`src/rtl/conv_pkg.sv`:
```
// Shared widths, rounding constant and signed datapath types for the 3x3 convolution engine.
// The rounding/saturation option (CONV_ROUND_EN) is selected in conv_engine.
package conv_pkg;

  localparam int BIT_LEN   = 8;
  localparam int CONV_LEN  = 20;
  localparam int CONV_LPOS = 13;
  localparam int M_LEN     = 3;
  localparam int PROD_LEN  = 2 * BIT_LEN;
  localparam int TRUNC_LSB = CONV_LEN - CONV_LPOS;

  typedef logic signed [BIT_LEN-1:0]   pix_t;
  typedef logic signed [BIT_LEN-1:0]   coef_t;
  typedef logic signed [PROD_LEN-1:0]  prod_t;
  typedef logic signed [CONV_LEN-1:0]  acc_t;
  typedef logic signed [CONV_LPOS-1:0] out_t;

  // One image/kernel column, index 0 = top row.
  typedef pix_t col_t [M_LEN];

  // Half an output LSB, added before truncation when rounding is enabled.
  localparam acc_t ROUND_CONST = acc_t'(1) <<< (TRUNC_LSB - 1);
  localparam out_t OUT_MAX     = {1'b0, {(CONV_LPOS-1){1'b1}}};

endpackage

```
`src/rtl/conv_mac3.sv`:
```
// One kernel column: registers the three signed pixel*coefficient products and
// presents their sign-extended sum to the top-level adder.
module conv_mac3
  import conv_pkg::*;
(
  input  logic CLK100MHZ,
  input  logic rst,
  input  logic en,
  input  col_t pix,
  input  col_t coef,
  output acc_t partial
);

  prod_t prod [M_LEN];

  // NOTE: sequential state uses non-blocking assignments so every flop samples pre-edge values.
  always_ff @(posedge CLK100MHZ or posedge rst) begin
    if (rst) begin
      for (int r = 0; r < M_LEN; r++) prod[r] <= '0;
    end else if (en) begin
      for (int r = 0; r < M_LEN; r++) prod[r] <= prod_t'(pix[r]) * prod_t'(coef[r]);
    end
  end

  // NOTE: the output gets a default before the loop so no latch is inferred.
  always_comb begin
    partial = '0;
    for (int r = 0; r < M_LEN; r++) partial = partial + acc_t'(prod[r]);
  end

endmodule

```
`src/rtl/conv_engine.sv`:
```
// Streaming 3x3 signed convolution: kernel/window column shift registers, product
// stage (conv_mac3 x3) and a registered output; CONV_ROUND_EN selects round+saturate.
module conv_engine
  import conv_pkg::*;
(
  input  logic                        CLK100MHZ,
  input  logic                        i_reset,
  input  logic                        i_valid,
  input  logic                        i_selecK_I,
  input  logic signed [BIT_LEN-1:0]   i_dato0,
  input  logic signed [BIT_LEN-1:0]   i_dato1,
  input  logic signed [BIT_LEN-1:0]   i_dato2,
  output logic signed [CONV_LPOS-1:0] o_data
);

  logic en_img;
  logic en_ker;
  col_t new_col;
  col_t kern [M_LEN];
  col_t win  [M_LEN];
  acc_t partial [M_LEN];
  acc_t sum_all;
  out_t o_next;

  assign en_img  = i_valid & i_selecK_I;
  assign en_ker  = i_valid & ~i_selecK_I;
  assign new_col = '{i_dato0, i_dato1, i_dato2};

  // NOTE: kernel and window are small flop arrays, not RAM, so they clear with the rest of the pipeline.
  always_ff @(posedge CLK100MHZ or posedge i_reset) begin
    if (i_reset) begin
      for (int c = 0; c < M_LEN; c++) begin
        for (int r = 0; r < M_LEN; r++) begin
          kern[c][r] <= '0;
          win[c][r]  <= '0;
        end
      end
    end else if (en_img) begin
      win[0] <= win[1];
      win[1] <= win[2];
      win[2] <= new_col;
    end else if (en_ker) begin
      kern[0] <= kern[1];
      kern[1] <= kern[2];
      kern[2] <= new_col;
    end
  end

  for (genvar c = 0; c < M_LEN; c++) begin : g_col
    conv_mac3 u_mac (
      .CLK100MHZ (CLK100MHZ),
      .rst       (i_reset),
      .en        (en_img),
      .pix       (win[c]),
      .coef      (kern[c]),
      .partial   (partial[c])
    );
  end

  assign sum_all = partial[0] + partial[1] + partial[2];

`ifdef CONV_ROUND_EN
  logic signed [CONV_LEN:0] rnd_w;

  // One guard bit above the accumulator keeps the +half-LSB from wrapping.
  always_comb begin
    rnd_w = (CONV_LEN+1)'(sum_all) + (CONV_LEN+1)'(ROUND_CONST);
    if ((rnd_w >>> TRUNC_LSB) > (CONV_LEN+1)'(OUT_MAX)) o_next = OUT_MAX;
    else                                                o_next = out_t'(rnd_w >>> TRUNC_LSB);
  end
`else
  assign o_next = out_t'(sum_all >>> TRUNC_LSB);
`endif

  always_ff @(posedge CLK100MHZ or posedge i_reset) begin
    if (i_reset)     o_data <= '0;
    else if (en_img) o_data <= o_next;
  end

endmodule

```
`config.mk`:
```
export PLATFORM = sky130hd
export DESIGN_NAME = conv_engine
export DESIGN_NICKNAME = d
export VERILOG_FILES = /design/src/rtl/conv_pkg.sv /design/src/rtl/conv_mac3.sv /design/src/rtl/conv_engine.sv
export SDC_FILE = /design/constraint.sdc
export NUM_CORES = 2
export LEC_CHECK = 0
export CAP_MARGIN = 20
export CORE_ASPECT_RATIO = 1.75
export CORE_MARGIN = 8
export CORE_UTILIZATION = 24
export DETAILED_ROUTE_END_ITERATION = 7
export SLEW_MARGIN = 5
export SYNTH_ARGS = -nofsm -noshare
export SYNTH_HDL_FRONTEND = slang
export SYNTH_SLANG_ARGS = --single-unit
```
`constraint.sdc`:
```
create_clock -name CLK100MHZ -period 12.9 [get_ports CLK100MHZ]
set_clock_uncertainty 0.2 [all_clocks]
set_input_delay 2.58 -clock CLK100MHZ [delete_from_list [all_inputs] [get_ports CLK100MHZ]]
set_output_delay 2.58 -clock CLK100MHZ [all_outputs]
set_load 0.05 [all_outputs]
```
## Word level (Yosys, flattened, before mapping)

Index checks and enable logic that the tools add are counted.

| operators by class | value |
|---|---|
| $add $sub $neg | 8 |
| multipliers | 9 |
| bitwise operators | 4 |
| reduce and logical (&&, ||, !) cells | 1 |

Operator list:

| kind | count |
|---|---|
| $mul 8x8->16 | 9 |
| $add 17x16->18 | 3 |
| $add 16x16->17 | 3 |
| $add 20x20->20 | 2 |
| $and 1x1->1 | 2 |
| $not 1->1 | 2 |
| $reduce_and 2->1 | 1 |

| word-level totals | value |
|---|---|
| register bits after elaboration | 301 |
| bits of input ports | 28 |
| output and inout port bits | 13 |
| logic and storage cells | 50 |

## Depth between registers and ports, before layout

| depth | value |
|---|---|
| depth in word-level cells | 4 |
| depth in mapped cells | 22 |
| depth with buffers taken out | 22 |

## Hierarchy

Synthesis repeated with hierarchy kept, for this count alone.

| unflattened totals | value |
|---|---|
| cell total of the unflattened synthesis | 3893 |
| area, all modules | 37973.9 µm² |

By module, submodules not included:

| module | instances | cells each | area each (µm²) | seq. area each (µm²) |
|---|---|---|---|---|
| conv_mac3 at g_col[0].u_mac | 1 | 1086 | 10301.1 | 1201.2 |
| conv_mac3 at g_col[2].u_mac | 1 | 1068 | 10278.6 | 1201.2 |
| conv_mac3 at g_col[1].u_mac | 1 | 1079 | 10252.3 | 1201.2 |
| conv_engine | 1 | 660 | 7141.8 | 3928.8 |

## Worst setup path before layout

No wires, ideal clock.

| timing path | value |
|---|---|
| path type | register to register |
| start point | reg g_col[0].u_mac.prod[1] (netlist name) |
| end point | reg o_data[11] |
| library setup time | 0.126 ns |
| data arrival time | 4.878 ns |
| data required time | 12.574 ns |
| slack | 7.696 ns |
| cell stages (with the launch flop) | 22 |
| path buffers | 0 |
| clock period less this slack | 5.204 ns |
| path through | dfrtp_1 -> inv_1 -> fa_1 -> inv_1 -> ha_1 -> fa_1 -> a21o_1 -> a21oi_1 -> o21ai_0 -> o211a_1 -> o21a_1 -> o21ai_0 -> nand2_1 -> fa_1 -> inv_1 -> ha_1 -> or2_2 -> a2111oi_4 -> o31ai_2 -> a41oi_2 -> a211oi_1 -> a221o_1 |

| on the way | value |
|---|---|
| cells in the longest elaborated chain, start to end | 3 |

Ends and longest elaborated chain:

| item | line | source |
|---|---|---|
| start, declared | conv_mac3.sv:14 | `prod_t prod [M_LEN];` |
| $add 17x16->18 | conv_mac3.sv:28 | `for (int r = 0; r < M_LEN; r++) partial = partial + acc_t'(prod[r]);` |
| $add 20x20->20 (2 in series) | conv_engine.sv:60 | `assign sum_all = partial[0] + partial[1] + partial[2];` |
| end signal, assigned | conv_engine.sv:77 | `else if (en_img) o_data <= o_next;` |
| end, declared | conv_engine.sv:13 | `output logic signed [CONV_LPOS-1:0] o_data` |

No other way between the ends.
A chain may end at the register's enable or synchronous reset.

## Worst setup path in the final report

Same ends and word-level chain as after synthesis.

==> flow_summary.yaml <==
worst_setup_path:
  critPathLaunchType: "register"
  path_cells: "inv_1 > fa_1 > inv_1 > ha_1 > fa_1 > a21o_1 > a21oi_1 > o21ai_0 > o211a_1 > o21a_1 > o21ai_0 > nand2_1 > fa_1 > inv_1 > ha_1 > or2_2 > a2111oi_4 > o31ai_2 > a41oi_2 > a211oi_1 > a221o_1"
  critical-path-max-stage-delay_ns: 0.53
  cp.required_ns: 13.20
  reg2reg_from: "g_col[0].u_mac.prod[1]$_DFFE_PP0P_"
  arrival_ns: 5.96
  path_class: "reg -> reg"
  path_max_fanout: 4
  critPathCaptureType: "register"
  rrSetupSlack_ns: 7.24
  reg2reg_depth: 21
  cp_slowest_cell: "fa_1"
  r2r_end: "o_data[11]$_DFFE_PP0P_"
synth:
  syn-num-nets: 4853
  ys_ff_latch: 301
  syn-cell-area_um2: 36900
  yosysUniqueCellTypes: 60
  async_flop_share_pct: 100
  synth_warnings: 0
  synth_flop_cell: "dfrtp_1"
  synth.avg_cell_area_um2: 9.39
  synth_edf_count: 0
  synth-seq-area-share_pct: 20.4
  synth_cells: 3935
worst_hold_path:
  hp-class: "reg -> reg"
  hold_path_end: "o_data[9]$_DFFE_PP0P_"
  hold_depth: 2
  hold_start: "o_data[9]$_DFFE_PP0P_"
route:
  wl_per_cell_um: 15.2
  drc_errors: 0
  first_pass_iters: 5
  vias_per_cell: 4.34
  antenna_left: 0
  num_vias: 25678
  first_iter_violations: 1017
  finalWirelength_um: 90200
timing:
  fin_crit_sh_pct: 43.9
  fmax_mhz: 177
  setup_viol: 0
  worst_pin_slew_ns: 0.953
  min_period_ns: 5.66
  final.setup.tns_ns: 0
  hold_viol: 0
  drv_slew: 0
  maxSlewHeadroom_pct: 36.5
  rsz0062_at_grt: "false"
layout:
  syn2layout_area_growth_pct: 9.76
  fin_area_um2: 40500
  drive_gt1_share_pct: 3.92
  nNetsFinal: 4801
  fillers: 16421
global_route:
  grt_pass1_wl_um: 149000
  antenna_found_initial: 1
  grt_overflow: 0
  grt_max_degree: 230
  grt_pass1_vias: 28251
  grt.total_usage_pct: 11.0
floorplanning:
  num_rows: 190
  start_util_pct: 24.1
  die_area_um2: 167000
  boundaryPins: 41
  die_w_um: 313
  core_area_um2: 153000
  dieHeight_um: 535
clock_network:
  path_clk_slew_ns: 0.07
  tritoncts: "yes"
  cts_buffers: 30
  cts.sinks: 301
  clockBufferDepth: 3
  ctsResizeCount: 0
  holdBufCountCts: 0
  clk_latency_ns: 0.62
  clockRootBuffer: "clkbuf_16"
  postCtsSetupBuffers: 0
  cts_max_level: 1
job:
  drv_cap: 0
run_status:
  status: "finished, final reports clean"
place:
  io_buffers: 40
  place_area_um2: 39500
  place_congestion: 0.831
  hpwlAfterDp_um: 73400
==> cells in the mapped netlist (all sizes together) (49+ instances only) <==
library cell | count | area (µm²)
o21ai | 161 | 810
nor3 | 49 | 245
nor2 | 88 | 330
fa | 563 | 11300
mux2 | 68 | 766
ha | 327 | 4090
a21oi | 69 | 345
dfrtp | 301 | 7530
clkbuf | 125 | 469
nand2 | 657 | 2470
inv | 678 | 2540
xnor2 | 100 | 876
xor2 | 58 | 508
and2 | 330 | 2070
nand2b | 70 | 438
==> routing by layer <==
layer	share of wire, %	up-vias	global-route usage, %
met1	35	13033	11.2
li1	-	12082	-
met5	0	-	0
met2	55	380	21.2
met4	7.3	0	6.91
met3	2.7	183	1.04
==> area by class of cell <==
| cell class | count | area, µm² | area share (%) |
|---|---|---|---|
| Antenna cell | 1 | 2.50 | 0.00617 |
| Clock buffer | 42 | 887 | 2.19 |
| Clock inverter | 13 | 181 | 0.448 |
| Inverter | 678 | 2550 | 6.30 |
| Multi-Input combinational cell | 2825 | 26400 | 65.1 |
| Sequential cell | 301 | 7530 | 18.6 |
| Tap cell | 2016 | 2520 | 6.22 |
| Timing Repair Buffer | 47 | 478 | 1.18 |
==> kinds of logic (layout without fill, tap and decap cells) <==
family	count (synthesis)	after routing	synth area share (%)
compound gates	404	404	7.02
xor+xnor	158	158	3.75
fa+ha+maj	890	890	41.6
buf+inv	809	780	8.22
flops	301	301	20.4
mux	68	68	2.07
other cells	0	1	0
simple gates	1305	1305	17.0
==> placed cells by master, fill, tap and decap left out, types with 5 or more instances in the layout <==
cell             netlist  routed
inv_1                678     677
nand2_1              657     656
fa_1                 563     563
and2_1               329     328
ha_1                 327     327
dfrtp_1              301     301
o21ai_0              160     160
xnor2_1              100     100
nor2_1                88      88
nand2b_1              70      70
a21oi_1               69      69
mux2_2                68      68
xor2_1                58      58
nor3_1                49      49
clkdlybuf4s50_1        0      40
clkbuf_16              0      31
o31ai_1               30      30
o21a_1                27      27
nand3_1               26      26
a21o_1                23      23
a21boi_0              18      18
or3_1                 18      18
nor2b_1               15      14
nand3b_1              11      11
o211ai_1              11      11
o41ai_1               10      10
or2_2                 10      10
nor3b_1                8       8
and3_1                 8       8
a211oi_1               7       7
clkbuf_8               0       7
o211a_1                6       6
nand4b_1               6       6
buf_4                  0       5
==> sequential cells by signal, indices dropped and copies added, names as in the netlist <==
signal,count
win,72
o_data,13
kern,72
g_col.u_mac.prod,144
==> worst max-delay path by stage <==
| stage | start | end | slack (ns) | cells after the start |
|---|---|---|---|---|
| finish | g_col[0].u_mac.prod[1]$_DFFE_PP0P_ | o_data[11]$_DFFE_PP0P_ | 7.24 | 21 |
| global route | g_col[0].u_mac.prod[1]$_DFFE_PP0P_ | o_data[11]$_DFFE_PP0P_ | 6.88 | 21 |
| CTS | g_col[0].u_mac.prod[1]$_DFFE_PP0P_ | o_data[11]$_DFFE_PP0P_ | 7.20 | 21 |
| detailed placement | g_col[0].u_mac.prod[1]$_DFFE_PP0P_ | o_data[11]$_DFFE_PP0P_ | 7.23 | 21 |
| global placement | g_col[0].u_mac.prod[1]$_DFFE_PP0P_ | o_data[11]$_DFFE_PP0P_ | 7.25 | 21 |
| floorplan | i_reset | g_col[0].u_mac.prod[0]$_DFFE_PP0P_ | 1.80 | 1 |
==> per-stage QoR <==
stage	worst slack, ns	instances	hold slack, ns	utilization, %
after floorplan	1.80	3935	0.259	-
final	7.24	5923	0.297	26.5
after global routing	6.88	5923	0.335	26.5
after CTS	7.20	5922	0.300	26.5
after global placement	7.25	5867	0.278	25.8
after detailed placement	7.23	5867	0.284	25.8
==> critical path, delay by kind of cell, from the launching register on <==
kind	cells	cell delay, ns
AOI/OAI and AO/OA	11	2.53
adders and majority gates	5	1.88
and+or+nand+nor	2	0.44
DFF	1	0.33
buffers and inverters	3	0.14
Power is not shown: default switching activity piles up to over one toggle a cycle in this logic, so the estimate is an artifact.
